**src/rtl/uart_wb_ctrl_pkg.sv**
```systemverilog
// Shared definitions for the Wishbone UART controller: register offsets,
// STATUS bit positions and the TX/RX state encodings.
package uart_wb_ctrl_pkg;

  localparam logic [1:0] UART_DATA   = 2'd0;
  localparam logic [1:0] UART_STATUS = 2'd1;

  localparam int ST_TX_READY  = 0;
  localparam int ST_RX_VALID  = 1;
  localparam int ST_OVERRUN   = 2;
  localparam int ST_FRAME_ERR = 3;
  localparam int ST_TX_BUSY   = 4;

  typedef enum logic [1:0] {TX_IDLE, TX_START, TX_DATA, TX_STOP} tx_state_e;
  typedef enum logic [1:0] {RX_IDLE, RX_START, RX_DATA, RX_STOP} rx_state_e;

endpackage

```
**src/rtl/uart_baud_cnt.sv**
```systemverilog
// Loadable down-counter for bit timing. tick is high while the count is zero;
// restart reloads, so a load of N-1 gives a tick N cycles after the reload.
module uart_baud_cnt #(
  parameter int W = 7
) (
  input  logic         clk,
  input  logic         rst,
  input  logic         restart,
  input  logic [W-1:0] load,
  output logic         tick
);

  logic [W-1:0] cnt;

  always_ff @(posedge clk or posedge rst) begin
    if (rst)               cnt <= '0;
    else if (restart)      cnt <= load;
    else if (cnt != '0)    cnt <= cnt - W'(1);
  end

  assign tick = (cnt == '0);

endmodule

```
**src/rtl/uart_wb_ctrl.sv**
```systemverilog
// Wishbone slave UART: double-buffered 8N1 transmitter, single-buffered
// receiver with overrun/framing flags and a level interrupt on rx_valid.
module uart_wb_ctrl
  import uart_wb_ctrl_pkg::*;
#(
  parameter int CLK_FREQ = 11059200,
  parameter int BAUD     = 115200,
  parameter int DATA_W   = 32
) (
  input  logic              clk,
  input  logic              rst,
  input  logic              wb_cyc_i,
  input  logic              wb_stb_i,
  input  logic              wb_we_i,
  input  logic [31:0]       wb_addr_i,
  input  logic [3:0]        wb_sel_i,
  input  logic [DATA_W-1:0] wb_data_i,
  output logic [DATA_W-1:0] wb_data_o,
  output logic              wb_ack_o,
  output logic              com_TxD,
  input  logic              com_RxD,
  output logic              rx_int_o
);

  localparam int DIV   = CLK_FREQ / BAUD;
  localparam int CNT_W = $clog2(DIV);
  localparam logic [CNT_W-1:0] BIT_LOAD  = CNT_W'(DIV - 1);
  localparam logic [CNT_W-1:0] HALF_LOAD = CNT_W'(DIV / 2 - 1);

  tx_state_e tx_state, tx_next;
  rx_state_e rx_state, rx_next;
  logic [7:0] tx_hold, tx_shift, rx_shift, rx_byte;
  logic [2:0] tx_bit_idx, rx_bit_idx;
  logic       hold_full, rx_valid, overrun, frame_err;
  logic       tx_restart, tx_tick, tx_load, tx_shift_en;
  logic       rx_restart, rx_tick, rx_sample, rx_clr_idx, stop_ok, stop_bad;
  logic [CNT_W-1:0] rx_load;
  logic       rx_meta, rx_s, rx_prev, rx_fall;
  logic       req, wr_push, data_rd, status_rd;
  logic [1:0] reg_sel;
  logic [4:0] status;
  logic [DATA_W-1:0] rd_data;
  logic       unused_bits;

  // Wishbone: a request is cyc & stb while ack is low; ack follows one cycle
  // later for exactly one cycle carrying read data; side effects occur in the request cycle.
  assign req       = wb_cyc_i & wb_stb_i & ~wb_ack_o;
  assign reg_sel   = wb_addr_i[3:2];
  assign wr_push   = req & wb_we_i & wb_sel_i[0] & (reg_sel == UART_DATA) & ~hold_full;
  assign data_rd   = req & ~wb_we_i & (reg_sel == UART_DATA);
  assign status_rd = req & ~wb_we_i & (reg_sel == UART_STATUS);
  assign status    = {tx_state != TX_IDLE, frame_err, overrun, rx_valid, ~hold_full};
  assign rx_int_o  = rx_valid;
  assign unused_bits = ^{wb_addr_i[31:4], wb_addr_i[1:0], wb_sel_i[3:1], wb_data_i[DATA_W-1:8]};

  always_comb begin
    rd_data = '0;
    case (reg_sel)
      UART_DATA:   rd_data = DATA_W'(rx_byte);
      UART_STATUS: rd_data = DATA_W'(status);
      default:     rd_data = '0;
    endcase
  end

  always_ff @(posedge clk or posedge rst) begin
    if (rst) begin
      wb_ack_o  <= 1'b0;
      wb_data_o <= '0;
    end else begin
      wb_ack_o  <= req;
      wb_data_o <= (req & ~wb_we_i) ? rd_data : '0;
    end
  end

  uart_baud_cnt #(.W(CNT_W)) u_tx_cnt (
    .clk(clk), .rst(rst), .restart(tx_restart), .load(BIT_LOAD), .tick(tx_tick)
  );

  always_comb begin
    tx_next     = tx_state;
    tx_restart  = 1'b0;
    tx_load     = 1'b0;
    tx_shift_en = 1'b0;
    com_TxD     = 1'b1;
    case (tx_state)
      TX_IDLE: if (hold_full) begin
        tx_next    = TX_START;
        tx_restart = 1'b1;
        tx_load    = 1'b1;
      end
      TX_START: begin
        com_TxD = 1'b0;
        if (tx_tick) begin
          tx_next    = TX_DATA;
          tx_restart = 1'b1;
        end
      end
      TX_DATA: begin
        com_TxD = tx_shift[0];
        if (tx_tick) begin
          tx_restart  = 1'b1;
          tx_shift_en = 1'b1;
          if (tx_bit_idx == 3'd7) tx_next = TX_STOP;
        end
      end
      TX_STOP: if (tx_tick) tx_next = TX_IDLE;
      default: tx_next = TX_IDLE;
    endcase
  end

  // A push only happens while holding is empty and a load only while it is full.
  always_ff @(posedge clk or posedge rst) begin
    if (rst) begin
      tx_state   <= TX_IDLE;
      tx_hold    <= '0;
      hold_full  <= 1'b0;
      tx_shift   <= '0;
      tx_bit_idx <= '0;
    end else begin
      tx_state <= tx_next;
      if (wr_push) begin
        tx_hold   <= wb_data_i[7:0];
        hold_full <= 1'b1;
      end else if (tx_load) begin
        hold_full <= 1'b0;
      end
      if (tx_load) begin
        tx_shift   <= tx_hold;
        tx_bit_idx <= '0;
      end else if (tx_shift_en) begin
        tx_shift   <= {1'b0, tx_shift[7:1]};
        tx_bit_idx <= tx_bit_idx + 3'd1;
      end
    end
  end

  uart_baud_cnt #(.W(CNT_W)) u_rx_cnt (
    .clk(clk), .rst(rst), .restart(rx_restart), .load(rx_load), .tick(rx_tick)
  );

  assign rx_fall = rx_prev & ~rx_s;

  always_comb begin
    rx_next    = rx_state;
    rx_restart = 1'b0;
    rx_load    = BIT_LOAD;
    rx_sample  = 1'b0;
    rx_clr_idx = 1'b0;
    stop_ok    = 1'b0;
    stop_bad   = 1'b0;
    case (rx_state)
      RX_IDLE: if (rx_fall) begin
        rx_next    = RX_START;
        rx_restart = 1'b1;
        rx_load    = HALF_LOAD;
      end
      RX_START: if (rx_tick) begin
        if (!rx_s) begin
          rx_next    = RX_DATA;
          rx_restart = 1'b1;
          rx_clr_idx = 1'b1;
        end else begin
          rx_next = RX_IDLE;
        end
      end
      RX_DATA: if (rx_tick) begin
        rx_restart = 1'b1;
        rx_sample  = 1'b1;
        if (rx_bit_idx == 3'd7) rx_next = RX_STOP;
      end
      RX_STOP: if (rx_tick) begin
        rx_next  = RX_IDLE;
        stop_ok  = rx_s;
        stop_bad = ~rx_s;
      end
      default: rx_next = RX_IDLE;
    endcase
  end

  // Flag updates: a set from the receiver wins over a clear from the bus.
  always_ff @(posedge clk or posedge rst) begin
    if (rst) begin
      rx_meta    <= 1'b1;
      rx_s       <= 1'b1;
      rx_prev    <= 1'b1;
      rx_state   <= RX_IDLE;
      rx_shift   <= '0;
      rx_bit_idx <= '0;
      rx_byte    <= '0;
      rx_valid   <= 1'b0;
      overrun    <= 1'b0;
      frame_err  <= 1'b0;
    end else begin
      rx_meta  <= com_RxD;
      rx_s     <= rx_meta;
      rx_prev  <= rx_s;
      rx_state <= rx_next;
      if (rx_clr_idx) rx_bit_idx <= '0;
      else if (rx_sample) begin
        rx_shift   <= {rx_s, rx_shift[7:1]};
        rx_bit_idx <= rx_bit_idx + 3'd1;
      end
      if (stop_ok) rx_byte <= rx_shift;
      if (stop_ok)      rx_valid <= 1'b1;
      else if (data_rd) rx_valid <= 1'b0;
      if (stop_ok && rx_valid && !data_rd) overrun <= 1'b1;
      else if (status_rd)                  overrun <= 1'b0;
      if (stop_bad)       frame_err <= 1'b1;
      else if (status_rd) frame_err <= 1'b0;
    end
  end

endmodule

```
**config.mk**
```make
export PLATFORM = sky130hd
export DESIGN_NAME = uart_wb_ctrl
export DESIGN_NICKNAME = d
export VERILOG_FILES = /design/src/rtl/uart_wb_ctrl_pkg.sv /design/src/rtl/uart_baud_cnt.sv /design/src/rtl/uart_wb_ctrl.sv
export SDC_FILE = /design/constraint.sdc
export NUM_CORES = 1
export LEC_CHECK = 0
export ABC_AREA = 1
export CAP_MARGIN = 5
export CELL_PAD_IN_SITES_DETAIL_PLACEMENT = 1
export CELL_PAD_IN_SITES_GLOBAL_PLACEMENT = 2
export CORE_MARGIN = 3
export CORE_UTILIZATION = 27
export CTS_CLUSTER_SIZE = 16
export DETAILED_ROUTE_END_ITERATION = 12
export HOLD_SLACK_MARGIN = 0.15
export PLACE_DENSITY_LB_ADDON = 0.1
export SLEW_MARGIN = 15
export SYNTH_ARGS = -nofsm -noshare
export SYNTH_HDL_FRONTEND = slang
export SYNTH_SLANG_ARGS = --single-unit
export TNS_END_PERCENT = 100
```
**constraint.sdc**
```tcl
create_clock -name clk -period 2.3 [get_ports clk]
set_input_delay 0.23 -clock clk [delete_from_list [all_inputs] [get_ports clk]]
set_output_delay 0.23 -clock clk [all_outputs]
set_load 0.005 [all_outputs]
```
### Word-level counts from Yosys, hierarchy flattened

Index checks and enable logic that the tools add are counted.

* $add $sub $neg: 4
* equality and inequality tests: 19
* bitwise operators: 15
* mux-type cells: 51
* reductions and logical operators: 23

Operator list (count)
* $mux W7: 6
* $mux W32: 1
* $mux W2: 11
* $mux W1: 21
* $ne A2 B2 Y1 const B: 10
* $reduce_bool A2 Y1: 9
* $mux W8: 2
* $pmux W2 S4: 2
* $pmux W8 S2: 1
* $logic_not A7 Y1: 2
* $reduce_bool A7 Y1: 2
* $sub A7 B1 Y7 const B: 2
* $mux W3: 4
* $and A1 B1 Y1: 10
* $reduce_and A5 Y1: 2
* $eq A2 B2 Y1 const B: 4
* $add A3 B1 Y3 const B: 2
* $eq A2 B1 Y1 const B: 3
* $eq A3 B3 Y1 const B: 2
* $logic_not A2 Y1: 3
* $not A1 Y1: 5
* $pmux W1 S2: 2
* $pmux W1 S3: 1
* $logic_and A1 B1 Y1: 2
* other kinds (3): 3

* register bits: 96
* input bits: 74
* output and inout port bits: 35

### Logic depth before layout (Yosys ltp)

* depth after elaboration: 7
* gate-level depth with buffers: 10
* mapped depth without buffers: 10

### Hierarchy

From an unflattened synthesis, not the netlist that was laid out.

* cells, all modules: 451
* area, all modules: 3789.9 sq um

Modules (own cells, without submodules)
* uart_wb_ctrl: cells an instance 313, sequential area each 1455.1 sq um, area each 2761.4 sq um, instances 1
* uart_baud_cnt: cells an instance 69, sequential area each 175.2 sq um, area each 514.2 sq um, instances 2

### Least setup slack after synthesis

Ideal clock, no wire load.

* path type: register -> register
* start: register u_rx_cnt.cnt[0]
* end: register overrun
* stages on the path, launching flop included: 10
* arrival time: 1456 ps
* setup time: 74 ps
* required time: 2226 ps
* path slack: 770 ps
* buffers on the path: 1
* cell sequence: dfrtp_1 > inv_1 > ha_1 > inv_2 > nor2_4 > nand3_4 > inv_6 > nand4_4 > buf_6 > o21ai_2

* word-level cells in the longest chain between the ends: 6

Ends and longest elaborated chain
* start: declaration: line uart_baud_cnt.sv:13 `logic [W-1:0] cnt;`
* start signal: assignment: line uart_baud_cnt.sv:17 `else if (restart) cnt <= load;`
* start signal: assignment: line uart_baud_cnt.sv:18 `else if (cnt != '0) cnt <= cnt - W'(1);`
* $logic_not A7 Y1 *: line uart_baud_cnt.sv:21 `assign tick = (cnt == '0);`
* $mux W1 *: line uart_wb_ctrl.sv:171 `RX_STOP: if (rx_tick) begin`
* $mux W1 *: line uart_wb_ctrl.sv:151 `case (rx_state)`
* $logic_and A1 B1 Y1 * (2 in series): line uart_wb_ctrl.sv:206 `if (stop_ok && rx_valid && !data_rd) overrun <= 1'b1;`
* $mux W1 / $reduce_bool A2 Y1 (equally long branches)
* end signal: assignment: line uart_wb_ctrl.sv:191 `overrun <= 1'b0;`
* end signal: assignment: line uart_wb_ctrl.sv:206
* end signal: assignment: line uart_wb_ctrl.sv:207 `else if (status_rd) overrun <= 1'b0;`
* end: declaration: line uart_wb_ctrl.sv:34 `logic hold_full, rx_valid, overrun, frame_err;`

Every way passes the cells marked *; elsewhere a longest branch is shown, timed or not.
A chain may end at the register's enable or synchronous reset.

### Worst setup path after layout

* start: register tx_state[0]
* end: output com_TxD

* word-level cells in the longest chain between the ends: 2

Ends and longest elaborated chain
* start: declaration: line uart_wb_ctrl.sv:30 `tx_state_e tx_state, tx_next;`
* start signal: assignment: line uart_wb_ctrl.sv:120 `tx_state <= tx_next;`
* $eq A2 B2 Y1 / $eq A2 B1 Y1 (equally long branches): line uart_wb_ctrl.sv:85 `case (tx_state)`
* $pmux W1 S2 *: line uart_wb_ctrl.sv:85
* end: declaration: line uart_wb_ctrl.sv:20 `output logic com_TxD,`

Marked as above.

==> flow_summary.toml <==
[power_and_ir_drop]
power_density_nw_per_um2 = 798
combinationalPowerShare = 0.126
seqPwrFrac = 0.433
leakagePower_nw = 2.12
p_int_mw = 2.53
clockPowerShare = 0.440
power_switching_mw = 0.924
switching_share = 0.268
peakVddDrop_uv = 474

[placed_design]
place_ws_ps = 376
place.gp.congestion = 0.751
placed_cells = 606
port_buffers = 27
post-dp-hpwl_um = 5620

[setup_path]
cp.buffers_inverters = 2
path_cells = "inv_1 > ha_1 > or2_2 > nand2_1 > clkdlybuf4s50_1"
start_kind = "flip-flop"
crit_path_end = "com_TxD"
cp_max_fo = 4
worstRegToRegCells = 9
timing.rr.start = "u_rx_cnt.cnt[0]"
required_ps = 2070
path_class = "flip-flop to primary output"
max_stage_delay_ps = 490
rrSetupSlack_ps = 430
cp.depth = 5
worstPathArrival_ps = 1930
slowest_stage = "clkdlybuf4s50_1"
startpoint = "tx_state[0]"
critical-path-top-delay-family = "buffers and inverters"
end_kind = "primary output"
timing.rr.end = "rx_byte[0]"

[job]
drv_cap = 0

[cells_and_area]
fin_nets = 530
regArea_um2 = 1810
fillers = 1532
fin_cells = 622
syn2layout_area_growth_pct = 20.3
diodes = 0
multiInputGateArea_um2 = 1440
drive_gt1_frac = 0.129

[logic_synthesis]
synthArstFlopShare = 1.00
synthTopCellsByCount = "nand2_1, dfrtp_1, nand3_1"
netlist_area_um2 = 3600
seq_area_frac_synth = 0.502
yosys_warnings = 0
synth.most_common_cell = "nand2_1"
yosys.area.top_type_share = 0.480
ys_ff_latch = 72
yosys.area.top_type = "dfrtp_1"
synth-edff-count = 0
netlist_top_cells_area = "dfrtp_1, nand2_1, nand3_1"
syn_inst = 410
synth.avg_cell_area_um2 = 8.77
synthFlopType = "dfrtp_1"
yosysUniqueCellTypes = 34

[routing]
drtIter0Drc = 98
route.vias.total = 2621
wire_per_inst_um = 12.2
first_pass_iters = 4
drc = 0
vias_per_cell = 4.21
ant_nets = 0
drt_wl_total_um = 7620

[clocking]
cts_buffers = 9
cts_setup_buffers = 0
clkSinkCount = 72
cts_root_buf = "clkbuf_16"
cts_buffer_depth = 2
tritoncts = "built"
h-tree-depth = 3
clk_latency_ps = 340
cts_resized = 0
cts.clk_slew.worst_paths_ps = 60
hold_buffers = 0

[timing]
drv_slew = 0
setup_viol = 0
max-slew-margin-rel = 0.634
tightest_slew_ps = 548
setup_ws_ps = 141
clock_skew_ps = 5.05
finalCritPeriodShare = 0.939
post-route-min-period_ps = 2160
timing.fmax_mhz = 463
rsz0062_at_grt = "no"
finalHoldViolCount = 0
setup-tns-final_ps = 0

[global_routing]
grt_pass1_wl_um = 13400
grt_overflow = 0
grt_max_degree = 33
grt_usage = 0.117
antenna_found_initial = 0
grt_pass1_vias = 2780

[floorplan]
start_util = 0.280
rows = 41
core-area_um2 = 12800
die_w_um = 121
die_height_um = 121
die-area_um2 = 14700
io_pins = 109

[run_status]
status = "complete, no violations"

[hold_path]
hold_path.class = "input pin to async pin"
==> metal layers <==
| metal | global-route usage | vias up | wire length [µm] |
|---|---|---|---|
| met4 | 0.0336 | 0 | 102 |
| met1 | 0.140 | 1275 | 3500 |
| met3 | 0.0476 | 8 | 251 |
| met2 | 0.192 | 21 | 3760 |
| li1 | - | 1317 | - |
| met5 | 0 | - | 0 |
==> final cells by class <==
cell class              instances  area share
multi-input cells             274       0.332
clock inverters                 5      0.0185
clock buffers                  11      0.0561
repair buffers                 32      0.0769
inverters                      56      0.0497
flip-flops and latches         72       0.417
well taps                     172      0.0497
==> placed cells by master, fill, tap and decap left out, drive strengths merged, types with 3 or more instances in the layout <==
master | synthesis | layout
conb | 1 | 24
xor2 | 3 | 3
clkbuf | 2 | 11
nand2 | 104 | 104
dfrtp | 69 | 69
a21oi | 7 | 7
o21ai | 26 | 26
clkdlybuf4s50 | 0 | 27
inv | 55 | 55
ha | 11 | 11
nand3 | 54 | 54
nand4 | 8 | 8
nor2 | 28 | 28
dfstp | 3 | 3
buf | 29 | 5
==> registers in the layout, summed over array words and instances (netlist names), 2 cells and up, named ones only <==
name	count
rx_byte	8
rx_shift	8
tx_hold	8
tx_shift	8
wb_data_o	8
u_rx_cnt.cnt	7
u_tx_cnt.cnt	7
rx_bit_idx	3
tx_bit_idx	3
tx_state	2
==> logic make-up after synthesis <==
logic type,after synthesis,share of synthesized area
fa+ha+maj,11,0.0383
simple gates,200,0.257
flops,72,0.502
xor+xnor,5,0.0122
buf+inv,87,0.122
other cells,1,0.00104
compound gates,34,0.0675
==> through the flow <==
step                total power [mW]   util  instance area, µm²  hold WS [ps]
floorplan                       1.86      -                3680           234
global placement                1.96  0.312                4010           348
detailed placement              1.97  0.312                4010           348
CTS                             3.53  0.338                4330           278
global route                    3.69  0.338                4330           290
finish                          3.45  0.338                4330           264
==> power groups by stage <==
stage	registers (mW)	logic (mW)	clock network, mW
global placement	1.52	0.438	0
finish	1.50	0.436	1.52
CTS	1.50	0.450	1.58
global route	1.52	0.524	1.64
floorplan	1.46	0.395	0
detailed placement	1.52	0.450	0
==> worst min path at each step <==
stage / startpoint / end / slack [ps]
after floorplan: com_RxD / rx_meta / 230
after global placement: rx_meta / rx_s / 350
after detailed placement: rx_meta / rx_s / 350
after CTS: rst / u_rx_cnt.cnt[3] / 280
after global routing: com_RxD / rx_meta / 290
final: rst / u_rx_cnt.cnt[3] / 260
(Power assumes the default switching activity.)
